## src/rtl/tone_gen.sv

```systemverilog
// Multi-channel square-wave tone generator with per-note duration and a shared tick timebase.
// Optional TONE_GEN_LOOP_EN: duration=0 plays until note_stop/rst instead of finishing immediately.
module tone_gen #(
  parameter int unsigned CHANNELS = 2,
  parameter int unsigned HALF_W   = 32,
  parameter int unsigned DUR_W    = 16,
  parameter int unsigned TICK_DIV = 48000,
  parameter int unsigned CH_W     = (CHANNELS > 1) ? $clog2(CHANNELS) : 1
) (
  input  logic                clk,
  input  logic                rst,
  input  logic                note_valid,
  output logic                note_ready,
  input  logic [CH_W-1:0]     note_chan,
  input  logic [HALF_W-1:0]   note_half_period,
  input  logic [DUR_W-1:0]    note_duration,
  input  logic [CHANNELS-1:0] note_stop,
  output logic [CHANNELS-1:0] sound,
  output logic                sound_mix,
  output logic [CHANNELS-1:0] busy,
  output logic [CHANNELS-1:0] done
);

  localparam int unsigned TICK_W = (TICK_DIV > 1) ? $clog2(TICK_DIV) : 1;

  typedef enum logic [1:0] {
    IDLE = 2'd0,
    PLAY = 2'd1,
    REST = 2'd2
  } state_t;

  logic [TICK_W-1:0]   tick_cnt;
  logic                tick;
  logic                ready_sel;
  logic [CHANNELS-1:0] sound_nxt;

  // Free-running timebase, never realigned to note accepts
  assign tick = (tick_cnt == TICK_W'(TICK_DIV - 1));

  always_ff @(posedge clk) begin
    if (rst) begin
      tick_cnt <= '0;
    end else if (tick) begin
      tick_cnt <= '0;
    end else begin
      tick_cnt <= tick_cnt + TICK_W'(1);
    end
  end

  // Out-of-range channel numbers match no channel and stay not-ready
  always_comb begin
    ready_sel = 1'b0;
    for (int i = 0; i < int'(CHANNELS); i++) begin
      if (note_chan == CH_W'(i)) begin
        ready_sel = !busy[i] && !note_stop[i];
      end
    end
    note_ready = !rst && ready_sel;
  end

  for (genvar g = 0; g < int'(CHANNELS); g++) begin : g_ch
    state_t            state;
    logic [HALF_W-1:0] half;
    logic [HALF_W-1:0] cnt;
    logic [DUR_W-1:0]  rem;
    logic              done_r;
    logic              accept;
    logic              wrap;
    logic              end_tick;

    assign accept   = note_valid && note_ready && (note_chan == CH_W'(g));
    assign wrap     = (cnt == half - HALF_W'(1));
    // rem==0 only occurs for looping notes, which never end on a tick
    assign end_tick = tick && (rem == DUR_W'(1));
    assign busy[g]  = (state != IDLE);
    assign done[g]  = done_r;

    always_comb begin
      sound_nxt[g] = 1'b0;
      if (!rst && state == PLAY && !note_stop[g] && !end_tick) begin
        sound_nxt[g] = wrap ? !sound[g] : sound[g];
      end
    end

    always_ff @(posedge clk) begin
      if (rst) begin
        state  <= IDLE;
        half   <= '0;
        cnt    <= '0;
        rem    <= '0;
        done_r <= 1'b0;
      end else begin
        done_r <= 1'b0;
        case (state)
          IDLE: begin
            if (accept) begin
              half <= note_half_period;
              cnt  <= '0;
              rem  <= note_duration;
`ifdef TONE_GEN_LOOP_EN
              state <= (note_half_period == '0) ? REST : PLAY;
`else
              if (note_duration == '0) begin
                done_r <= 1'b1;
              end else begin
                state <= (note_half_period == '0) ? REST : PLAY;
              end
`endif
            end
          end
          PLAY, REST: begin
            if (note_stop[g]) begin
              state <= IDLE;
              cnt   <= '0;
            end else if (end_tick) begin
              state  <= IDLE;
              cnt    <= '0;
              done_r <= 1'b1;
            end else begin
              if (tick && rem != '0) begin
                rem <= rem - DUR_W'(1);
              end
              if (state == PLAY) begin
                cnt <= wrap ? '0 : cnt + HALF_W'(1);
              end
            end
          end
          default: state <= IDLE;
        endcase
      end
    end
  end

  // Mix is built from next-sound values so it lines up with sound
  always_ff @(posedge clk) begin
    if (rst) begin
      sound     <= '0;
      sound_mix <= 1'b0;
    end else begin
      sound     <= sound_nxt;
      sound_mix <= |sound_nxt;
    end
  end

endmodule

```

## config.mk

```make
export PLATFORM = sky130hd
export DESIGN_NAME = tone_gen
export DESIGN_NICKNAME = d
export VERILOG_FILES = /design/src/rtl/tone_gen.sv
export SDC_FILE = /design/constraint.sdc
export NUM_CORES = 1
export LEC_CHECK = 0
export ABC_AREA = 1
export CORE_ASPECT_RATIO = 0.6
export CORE_MARGIN = 5
export CORE_UTILIZATION = 30
export CTS_CLUSTER_DIAMETER = 200
export DETAILED_ROUTE_END_ITERATION = 16
export GPL_TIMING_DRIVEN = 0
export HOLD_SLACK_MARGIN = 0.08
export PLACE_DENSITY = 0.52
export SLEW_MARGIN = 40
export SYNTH_ARGS = -nofsm -noshare
export SYNTH_HDL_FRONTEND = slang
export SYNTH_SLANG_ARGS = --single-unit
```

## constraint.sdc

```tcl
create_clock -name clk -period 3.3 [get_ports clk]
set_input_delay 0.66 -clock clk [delete_from_list [all_inputs] [get_ports clk]]
set_output_delay 0.66 -clock clk [all_outputs]
set_load 0.01 [all_outputs]
```

Word level (Yosys, flattened, before mapping)
Cells that the tools add are included.
{"block": "word_totals", "reg_bits": 185, "wordCells": 137}
{"block": "op_classes", "addsub": 7, "n_eq_ne": 23, "mux": 46, "bitwise": 1, "n_reduce_logical": 47}
{"op": "$mux W32", "n": 10}
{"op": "$mux W16", "n": 8}
{"op": "$pmux W32 S2", "n": 2}
{"op": "$add A32 B1 Y32 const B", "n": 2}
{"op": "$eq A32 B32 Y1", "n": 2}
{"op": "$pmux W16 S2", "n": 2}
{"op": "$sub A32 B1 Y32 const B", "n": 2}
{"op": "$eq A16 B1 Y1 const B", "n": 2}
{"op": "$logic_not A32 Y1", "n": 1}
{"op": "$reduce_bool A16 Y1", "n": 2}
{"op": "$sub A16 B1 Y16 const B", "n": 2}
{"op": "$ne A2 B2 Y1 const B", "n": 10}
{"op": "$add A16 B1 Y16 const B", "n": 1}
{"op": "$eq A16 B16 Y1 const B", "n": 1}
{"op": "$logic_and A1 B1 Y1", "n": 16}
{"op": "$logic_not A16 Y1", "n": 1}
{"op": "$mux W2", "n": 8}
{"op": "$mux W1", "n": 12}
{"op": "$reduce_and A3 Y1", "n": 4}
{"op": "$reduce_and A5 Y1", "n": 2}
{"op": "$logic_not A1 Y1", "n": 9}
{"op": "$ne A4 B4 Y1 const B", "n": 2}
{"op": "$pmux W2 S2", "n": 2}
{"op": "$reduce_bool A2 Y1", "n": 4}
{"op": "other kinds (8)", "n": 17}

Depth between registers and ports, before layout
Gate-level depths: netlist (run 1).
{"block": "depth", "depth_word": 9, "mapped_depth": 17, "depth_no_buf": 17}

Worst setup path before layout (run 1)
Ideal clock, no wire load.
{"block": "synth_path", "path_type": "input-to-reg", "from": "input rst", "to": "register g_ch[0].cnt[20]", "arrival_ns": 2.040, "setup_slack_ns": 1.126, "cell_stages": 9, "n_path_buf": 2, "path_cell_list": "clkbuf_1 a21oi_2 and2_1 nand2_1 nand2_2 nand3_2 inv_2 clkbuf_1 a21oi_1"}
{"block": "synth_via", "elab_chain_len": 6}
{"element": "start: declaration", "line": "11", "source": "input logic rst,"}
{"element": "$logic_not A1 Y1", "line": "58", "source": "note_ready = !rst && ready_sel;"}
{"element": "$logic_and A1 B1 Y1", "line": "58"}
{"element": "via note_ready", "line": "13", "source": "output logic note_ready,"}
{"element": "$logic_and A1 B1 Y1 (2 in a row)", "line": "71", "source": "assign accept = note_valid && note_ready && (note_chan == CH_W'(g));"}
{"element": "$ne A2 B2 Y1 (no source line)"}
{"element": "$reduce_and A3 Y1 (no source line)"}
{"element": "end signal: assignment", "line": "124", "source": "cnt <= wrap ? '0 : cnt + HALF_W'(1);"}
{"element": "end: declaration", "line": "64", "source": "logic [HALF_W-1:0] cnt;"}
The timed path passes the listed nets, and every way through them passes these cells.
A chain may end at the register's enable or synchronous reset.

Final worst setup path (run 1)
{"block": "layout_path", "from": "register g_ch[1].half[0]", "to": "register g_ch[1].cnt[25]"}
{"block": "layout_via", "elab_chain_len": 7}
{"element": "start: declaration", "line": "63", "source": "logic [HALF_W-1:0] half;"}
{"element": "start signal: assignment", "line": "97", "source": "half <= note_half_period;"}
{"element": "$sub A32 B1 Y32", "line": "72", "source": "assign wrap = (cnt == half - HALF_W'(1));"}
{"element": "$eq A32 B32 Y1", "line": "72"}
{"element": "$mux W32", "line": "124"}
{"element": "$mux W32", "line": "123", "source": "if (state == PLAY) begin"}
{"element": "$mux W32", "line": "115", "source": "end else if (end_tick) begin"}
{"element": "$mux W32", "line": "112", "source": "if (note_stop[g]) begin"}
{"element": "$pmux W32 S2", "line": "94", "source": "case (state)"}
{"element": "end signal: assignment", "line": "124"}
{"element": "end: declaration", "line": "64"}
Every way passes these cells. The select of a mux whose other input is x is not followed.

==> metrics.md, run 1 <==
| Metric | Value |
|---|---|
| Library cells used by synthesis | 51 |
| Min-delay src | tick_cnt[0] |
| Number of violations of the max-capacitance limit | 0 |
| Count of boundary I/O pins | slightly above 60 |
| Endpoint of the worst register-to-register path | g_ch[1].cnt[25] |
| Worst Hold Depth | 1 |
| Maximum level of the CTS H-tree | 4 |
| Number of cells upsized or downsized after cts | 0 |
| Number of pins exceeding their max-slew limit in the final report | 0 |
| Leakage | slightly below 0.006 µW |
| Final Core Density | 0.349 |
| Layout Nets | 2135 |
| Most numerous cell in the Yosys netlist | nand2_1 |
| EDFF count, synth | 0 |
| Number of DRC violations after detailed routing | 0 |
| Post-Syn Area | 12800 µm² |
| Floorplan die area | around 47000 µm² |
| Number of design-rule violations left by the first detailed-router iteration | 1201 |
| Fraction of post-synthesis cell area in the top cell type by area | 0.289 |
| Signed area change from the synthesized netlist to the final layout | 14.7% |
| Fmax | 333 MHz |
| Worst setup slack for register-to-register paths | 0.29 ns |
| Longest Clk Path Bufs | 2 |
| I/O Buffers | 60 |
| Setup violation total in the final timing report | 0 |
| Synth warnings | 0 |
| Global-route wire length before repair | around 68000 µm |
| Post-CTS Hold Buffers | 0 |
| Maximum fanout encountered on the critical timing path | 10 |
| Core area | roughly 42000 µm² |
| Most crowded layer after global routing | met1 |
| Slew margin rel. | 0.439 |
| Total length of routed wires | 43800 µm |
| Initial Utilization | 0.305 |
| HP Class | register to register |
| Maximum vdd ir drop | 0.365 mV |
| Register bit total from synthesis | ~190 |
| Top cells by area in the synthesized netlist | dfxtp_1, nand2_1, nor2_1 |
| Final Skew | 0.0123 ns |
| Register area share after synthesis | 0.289 |
| Critical path class | register to register |
| Vias in the first global route | 11900 |
| Detailed Place HPWL | roughly 35000 µm |
| Areal power density over the cells | 606 nW/µm² |
| Post-route antenna net violation count | 0 |
| Post-Syn Instances | 1985 |
| Maximum number of pins on one net before global-route repair | 17 |
| Start of the worst register-to-register path | g_ch[1].half[0] |
| Die height | 170 µm |
| Fin crit share | 0.911 |
| Placement Cell Area | 14100 µm² |
| Reg2reg path depth | 14 |
| Met1 track demand over resource | 0.294 |
| Routed wire length per instance | 16.5 µm |
| Antenna violations before repair | 1 |
| CP arrival | 3.32 ns |
| Clock latency reported for the late side of the worst-skew pair | 0.46 ns |
| Post-CTS setup buffer count | 0 |
| Share of post-route cells with drive strength above 1 | 0.0920 |
| Clock Pin Slew Worst Setup and Hold Paths | ~0.070 ns |
| Final total negative setup slack | 0 ns |
| Vias | 13200 |
| Period minus WS final | 3.01 ns |
| Final weighted congestion in routability-driven placement | between 0.9 and 1 |
| Hold worst-path end | tick_cnt[0] |
| Total CTS buffers | 17 |
| Total overflow reported by the global router | 0 |
| Hold Worst Slack | ~0.46 ns |
| Syn avg cell area | 6.45 µm² |
| CP endpoint kind | register |
| Number of standard-cell rows in the floorplan | 58 |
| Gr usage total | 0.182 |
| TritonRoute pass-1 iters | 5 |
| Share of flip-flops with an asynchronous set or reset after synthesis | 0 |
| Die Span X | 277 µm |
| Vias per std cell | 4.98 |
| Clk root buf | clkbuf_16 |
| TritonCTS clock tree | yes |
| Kind of launch point of the worst setup path | register |
| Main synth FF type | dfxtp_1 |
| Number of diodes added for antenna fixing | 0 |
| Final Hold Violating Endpoints | 0 |
| Leading post-synthesis cells by instance count | nand2_1, nor2_1, inv_1 |
| Clock sink count | 185 |
| Outcome | finished clean |
| Global routing met2 resource utilization | 0.248 |
| Worst Max-Slew Pin Slew | 0.841 ns |
| Library cell with the largest summed area after synthesis | dfxtp_1 |
| Critical Path RT | 3.61 ns |
| Grt met3 use | 0.0302 |
| RSZ-0062 raised after global routing | no |
| Nets in the synthesized netlist | around 2100 |
| Final instance area | 14700 µm² |
-- placed cells by master, fill, tap and decap left out, types with 7 or more instances in the layout --
| cell type | Yosys | routed |
|---|---|---|
| xnor2_1 | 34 | 34 |
| clkdlybuf4s50_1 | 0 | 60 |
| buf_2 | 8 | 8 |
| nand4_1 | 54 | 54 |
| nor2_2 | 23 | 24 |
| a21oi_1 | 163 | 163 |
| nand3b_1 | 22 | 22 |
| buf_6 | 7 | 7 |
| clkbuf_16 | 0 | 17 |
| nand3_2 | 41 | 41 |
| inv_1 | 188 | 188 |
| clkbuf_1 | 58 | 57 |
| nand3_1 | 85 | 85 |
| o21ai_0 | 105 | 105 |
| inv_2 | 13 | 13 |
| dfxtp_1 | 185 | 185 |
| nor2_1 | 260 | 259 |
| a21oi_2 | 22 | 22 |
| nor3_1 | 28 | 28 |
| nand2_1 | 484 | 484 |
| nor4_1 | 15 | 15 |
| ha_1 | 17 | 17 |
| or2_2 | 8 | 8 |
| o21ai_1 | 8 | 8 |
| nand2_2 | 11 | 11 |
| xor2_1 | 79 | 79 |
-- routing by layer --
layer / share of wire / up-vias
met5: 0.00046 / -
met4: 0.013 / 2
met3: 0.076 / 37
met2: 0.38 / 405
met1: 0.53 / 6146
li1: - / 6593
-- flip-flops by register name, summed over array words and instances (netlist names) --
register / flops
sound: 2
g_ch.half: 64
g_ch.done_r: 2
g_ch.state: 4
g_ch.rem: 32
g_ch.cnt: 64
tick_cnt: 16
sound_mix: 1
-- through the flow --
step                      instances  setup WS, ns  total power, µW
after floorplan                1985          1.13             5610
after global placement         2615        -0.124             6750
after detailed placement       2615        -0.172             6810
after CTS                      2647         0.318             8890
after global routing           2647         0.136             9570
final                          2647         0.294             8900
-- critical path, stage by stage, from the launching register on --
cell and delay [ns]:
dfxtp_1 0.32, inv_1 0.12, ha_1 0.24, nand2_2 0.12, nor2_1 0.40, nand2_1 0.29, nor2_1 0.16, nand2_1 0.05
nand2_1 0.06, nand3_1 0.08, nor2_2 0.29, nand3_2 0.29, buf_6 0.25, nand4_1 0.11, a21oi_1 0.08
-- cell families (layout without fill, tap and decap cells) --
family / count (synthesis) / in the layout / synth area share
buffers and inverters: 283 / 375 / 0.0892
AND/OR/NAND/NOR: 1056 / 1056 / 0.383
XOR/XNOR: 115 / 115 / 0.0804
adder cells (fa/ha/maj): 17 / 17 / 0.0166
AO/OA/AOI/OAI: 329 / 329 / 0.141
flip-flops: 185 / 185 / 0.289
-- power breakdown --
part | switching (µW) | internal, µW
sequential | 262 | 2470
combinational | 2810 | 1280
clock | 1000 | 1060
-- final cells by class --
cell class / count / area [µm²]
plain buffers: 78 / 373
well taps: 570 / 713
multi-input cells: 1517 / 7950
clock inverters: 14 / 124
repair buffers: 60 / 601
clock buffers: 18 / 439
flip-flops and latches: 185 / 3700
fillers: 4582 / 27300
inverters: 205 / 769
-- worst max path at each step --
| stage | from | end | slack, ns |
|---|---|---|---|
| after floorplan | rst | g_ch[0].cnt[20] | 1.13 |
| after global placement | note_stop[1] | g_ch[0].cnt[29] | -0.12 |
| after detailed placement | note_stop[1] | g_ch[0].cnt[26] | -0.17 |
| after CTS | note_stop[1] | g_ch[0].cnt[26] | 0.32 |
| after global routing | note_stop[1] | g_ch[0].cnt[19] | 0.14 |
| final | g_ch[1].half[0] | g_ch[1].cnt[25] | 0.29 |
No activity file was read; power rests on OpenSTA's default activity.
==> inputs of run 2 (changes only) <==
- GPL_TIMING_DRIVEN: 0 -> unset
==> run 2 against run 1 <==
Compared with the run above: combinational power decreased by 4%; first-iteration DRC count decreased by 9.9%; setup slack improved by 0.12 ns; global-route usage decreased by 1.7 points; cell area decreased by 1.2%; cell count decreased by 2.0%; wire length decreased by 9.4%; critical path type unchanged; critical endpoint is now sound_mix.
==> metrics.md, run 2 (synthesis results as in run 1) <==
| Metric | Value |
|---|---|
| Number of DRC violations after detailed routing | 0 (unchanged) |
| Post-route antenna net violation count | 0 (unchanged) |
| Fmax | 347 MHz (+4.2%) |
| Leakage | 0.00585 µW (-0.97%) |
| Kind of launch point of the worst setup path | register |
| Period minus WS final | 2.89 ns (-0.120 ns) |
| Number of diodes added for antenna fixing | 0 (unchanged) |
| Post-CTS setup buffer count | 0 (unchanged) |
| Critical Path RT | 3.69 ns (+0.08 ns) |
| Antenna violations before repair | 0 (-1) |
| Post-placement setup slack | 0.380 ns (+0.552 ns) |
| Fin crit share | 0.875 (-0.0364) |
| Clk root buf | clkbuf_16 |
| Clock Pin Slew Worst Setup and Hold Paths | 0.07 ns (about the same) |
| Most common cell after layout, fill and taps aside | nand2_1 |
| Longest Clk Path Bufs | 2 (unchanged) |
| Number of violations of the max-capacitance limit | 0 (unchanged) |
| Share of post-route cells with drive strength above 1 | 0.0963 (+0.00434) |
| Most frequent cells in the layout | nand2_1, nor2_1, inv_1, dfxtp_1, a21oi_1 |
| Number of design-rule violations left by the first detailed-router iteration | 1082 (-9.9%) |
| Routed wire length per instance | 15.3 µm (-7.5%) |
| TritonRoute pass-1 iters | 6 (+1) |
| Number of standard-cell rows in the floorplan | 58 (unchanged) |
| TritonCTS clock tree | yes |
| Detailed Place HPWL | 30300 µm (-13%) |
| Biggest registers after layout | g_ch.cnt x64, g_ch.half x64, g_ch.rem x32 |
| Number of pins exceeding their max-slew limit in the final report | 0 (unchanged) |
| Total overflow reported by the global router | 0 (unchanged) |
| Vias | 12600 (-4.4%) |
| Initial Utilization | 0.305 (unchanged) |
| Clock sink count | 185 (unchanged) |
| Slew margin rel. | 0.567 (+0.127) |
| Core area | 42000 µm² (unchanged) |
| Maximum level of the CTS H-tree | 4 (unchanged) |
| Worst Max-Slew Pin Slew | 0.650 ns (-0.191 ns) |
| HP Class | register to register |
| Crit-path cells | inv_1, ha_1, nand2_2, nor2_1, nand2_1, nor2_1, nand2_1, nand2_1, nand3_1, nor2_1, nand3_2, buf_4, nand2_1, nand3b_1, nand2_1 |
| Vias in the first global route | 11600 (-1.9%) |
| Layout Nets | 2083 (-2.4%) |
| Floorplan die area | 47000 µm² (unchanged) |
| Standard cell with the maximum stage delay on the critical path | nor2_1 |
| Count of boundary I/O pins | 62 (unchanged) |
| Clock latency reported for the late side of the worst-skew pair | 0.46 ns (about the same) |
| Final Skew | 0.0198 ns (+0.00750 ns) |
| Outcome | finished clean |
| Hold Worst Slack | 0.446 ns (-0.0116 ns) |
| Critical path class | register to register |
| Final WS setup | 0.414 ns (+0.120 ns) |
| CP endpoint kind | register |
| Setup violation total in the final timing report | 0 (unchanged) |
| CP arrival | 3.28 ns (-0.04 ns) |
| Total length of routed wires | 39700 µm (-9.4%) |
| Vias per std cell | 4.86 (-2.5%) |
| Die Span X | 277 µm (unchanged) |
| Gr usage total | 0.166 (-0.0168) |
| Maximum fanout encountered on the critical timing path | 9 (-1) |
| Post-CTS Hold Buffers | 0 (unchanged) |
| RSZ-0062 raised after global routing | no |
| Total CTS buffers | 17 (unchanged) |
| Number of cells upsized or downsized after cts | 0 (unchanged) |
| Fill cell total of the finished layout | 4544 (-0.83%) |
| Maximum vdd ir drop | 0.351 mV (-3.7%) |
| Final weighted congestion in routability-driven placement | 0.928 (-0.79%) |
| I/O Buffers | 61 (+1.7%) |
| Delay of the slowest critical-path stage | 0.43 ns (+0.03 ns) |
| Maximum number of pins on one net before global-route repair | 53 (+36) |
| Final Hold Violating Endpoints | 0 (unchanged) |
| Signed area change from the synthesized netlist to the final layout | 13.3% |
| Areal power density over the cells | 596 nW/µm² (-1.7%) |
| Final total negative setup slack | 0 ns (unchanged) |
| Most frequent cell on the critical path | nand2_1 |
| Die height | 170 µm (unchanged) |
| Global-route wire length before repair | 63300 µm (-7.1%) |
## run 2: cell types whose count changed in the layout (fill, tap and decap cells not counted), moves of 2 or more
cell	previous run	this run
buf_12	0	2
buf_2	8	0
buf_4	4	24
buf_6	7	0
clkbuf_1	57	2
clkbuf_2	2	0
## run 2: metrics by stage
stage	total power [µW]	util	instances	area, µm²
finish	8640	0.345	2595	14500
global route	9320	0.345	2595	14500
CTS	8660	0.345	2595	14500
detailed placement	6650	0.332	2563	14000
global placement	6590	0.332	2563	14000
floorplan	5610	-	1985	12800
## run 2: metal layers
layer | up-vias | wire (µm) | GRT usage
met5 | - | 0 | 0
met4 | 0 | 415 | 0.0341
met3 | 23 | 2400 | 0.0358
met2 | 264 | 16000 | 0.243
met1 | 5830 | 20900 | 0.249
li1 | 6488 | - | -
## run 2: layout make-up
cell class | count | area, µm² | area share
Clock buffer | 21 | 460 | 0.0318
Clock inverter | 11 | 73.8 | 0.00509
Inverter | 205 | 769 | 0.0531
Multi-Input combinational cell | 1517 | 7950 | 0.549
Sequential cell | 185 | 3700 | 0.256
Tap cell | 570 | 713 | 0.0492
Timing Repair Buffer | 86 | 821 | 0.0566
## run 2: worst max-delay path, delay by kind of cell, from the launching register on
family	cells	cell delay [ns]
adder cells (fa/ha/maj)	1	0.24
flip-flops	1	0.32
buffers and inverters	2	0.32
AND/OR/NAND/NOR	12	1.93
## run 2: final timing paths
check                      to  slack [ns]  cells past startpoint             from
setup reg to reg    sound_mix        0.41                     15  g_ch[1].half[0]
setup / recovery    sound_mix        0.41                     15  g_ch[1].half[0]
hold reg to reg   tick_cnt[0]        0.45                      1      tick_cnt[0]
hold / removal    tick_cnt[0]        0.45                      1      tick_cnt[0]
## run 2: power breakdown
part           switching, µW  total (µW)  internal [µW]  leakage [µW]
Clock                    975        1980           1000      0.000259
Sequential               269        2740           2470       0.00150
Combinational           2630        3920           1290       0.00409
Total                   3880        8640           4760       0.00585
==> RTL change (config.mk and constraints of run 1) <==
The option `TONE_GEN_LOOP_EN` is turned on by a define.
--- a/src/rtl/tone_gen.sv
+++ b/src/rtl/tone_gen.sv
@@ -1,5 +1,7 @@
 // Multi-channel square-wave tone generator with per-note duration and a shared tick timebase.
 // Optional TONE_GEN_LOOP_EN: duration=0 plays until note_stop/rst instead of finishing immediately.
+`define TONE_GEN_LOOP_EN
+
 module tone_gen #(
   parameter int unsigned CHANNELS = 2,
   parameter int unsigned HALF_W   = 32,
Check against the original RTL: not equivalent (Yosys sat finds a counterexample within 4 cycles, from zero or initial values and one cycle with rst high).
==> RTL change against run 1 <==
Area after synthesis shrank 1.7%; sequential cell count is the same; setup slack gained 12 ps; clock skew grew 4.2 ps; cell area shrank 1.2%; routed wire length grew 2.2%; via count shrank 1.1%; synthesized cell count grew 0.40%; sequential share of layout area grew 0.31 points; first-iteration DRC count grew 7.8%; highest routed layer is now met4.
Power is not compared: it rests on default switching activity, and its combinational part moved more than twofold at a synthesized area within 25%.
==> RTL change: results (changes against run 1) <==
SEQUENTIAL_CELL_TOTAL=185  # unchanged
POST_SYNTH_MAIN_AREA_CONTRIBUTORS='dfxtp_1 29%, nand2_1 14%, nor2_1 8.6%, xor2_1 6.2%, inv_1 6.0%'
MULTIINPUTGATEAREA_SQ_MM=0.007722  # -2.9%
TOTAL_POWER_mW=5.963
SYNTH.LIB_CELLS_USED.DISTINCT=49  # -3.9%
WORST_EP_ARRIVAL_TIME_PS=3390  # +70 ps
CLK_SHARE_PCT=4.100  # +0.26 points
PLACEDCELLCOUNT=2624  # +0.34%
LARGEST_CLOCK_SKEW_IN_THE_FINAL_DESIGN_PS=16.50  # +4.170 ps
BUFFERS_EXCL_CLOCK=139  # +0.72%
TOTAL_WIRELENGTH_UM=44740  # +2.2%
FINAL_LAYOUT_SIZE_SUFFIX_GT1_SHARE_PCT=7.194  # -2.0 points
INV_COUNT=211  # +2.9%
CLOCKBUFFERCOUNT=21  # +3
AREA_ADDED_BETWEEN_SYNTHESIS_AND_FINISH_PCT=15.29
GRT_PASS1_VIAS=11837  # -0.23%
SLOWEST_STAGE='clkinv_1'
GLOBAL_ROUTE.USAGE.TOTAL_PCT=19.25  # +1.0 points
N_ANTENNA_CELL=1  # +1
DP_WORST_SETUP_SLACK_PS=-31.34  # +140.6 ps
DR.FIRST_ITER.DRC_COUNT=1295  # +7.8%
FIN_CELLS=2656  # +0.34%
CRIT_END='g_ch[1].rem[8]$_SDFFE_PP0P_'
SYNTH_SEQUENTIAL_AREA_RATIO_PCT=29.46  # +0.51 points
POST-DP-HPWL_UM=36520  # +4.2%
PORT_BUFFERS=61  # +1.7%
POSTPLACECELLAREA_SQ_MM=0.01390  # -1.5%
VIAS=13038  # -1.1%
FIN_HOLD_WS_PS=446.3  # -10.83 ps
POSTSYNTHCELLCOUNT=1993  # +0.40%
POSTSYNTHNETCOUNT=2064  # +0.39%
OUTCOME='finished clean'
CRIT_FAMILY='buffers and inverters'
CRIT_PATH_MAX_INCR_DELAY_PS=450  # +50 ps
SYNTH.CELLS.MOST_FREQUENT='485 x nand2_1, 288 x nor2_1, 200 x inv_1'
NUM-FILL-CELLS=4585  # +0.065%
NUMBER_OF_MULTI_INPUT_LOGIC_GATES=1519  # +0.13%
TIGHTEST_SLEW_PS=894.8  # +53.62 ps
## RTL change: cell count changes in the layout (fill, tap and decap cells not counted), sizes merged, moves of 7 or more
cell           run 1  this run
a21oi            185       134
nor2             290       340
buf               19        28
xnor2             34        46
nand4             55        41
nor3              34        62
o22ai              1         8
o21ai            114        92
xor2              80        89
nand3b            23        13
## RTL change: routing by layer
layer | routed length, um | vias up | GRT usage [%]
met5 | 0 | - | 0
met4 | 635 | 0 | 4.339
met3 | 3702 | 30 | 3.726
met2 | 16100 | 445 | 24.60
met1 | 24300 | 6038 | 31.98
li1 | - | 6525 | -
## RTL change: logic make-up (layout without fill, tap and decap cells)
kind of cell | count (synthesis) | after routing | share of synthesized area [%]
buffers and inverters | 289 | 381 | 9.125
adders and majority gates | 17 | 17 | 1.692
other | 0 | 1 | 0
AOI/OAI and AO/OA | 251 | 251 | 10.41
and+or+nand+nor | 1116 | 1116 | 39.91
DFF | 185 | 185 | 29.46
xor gates and xnor gates | 135 | 135 | 9.404
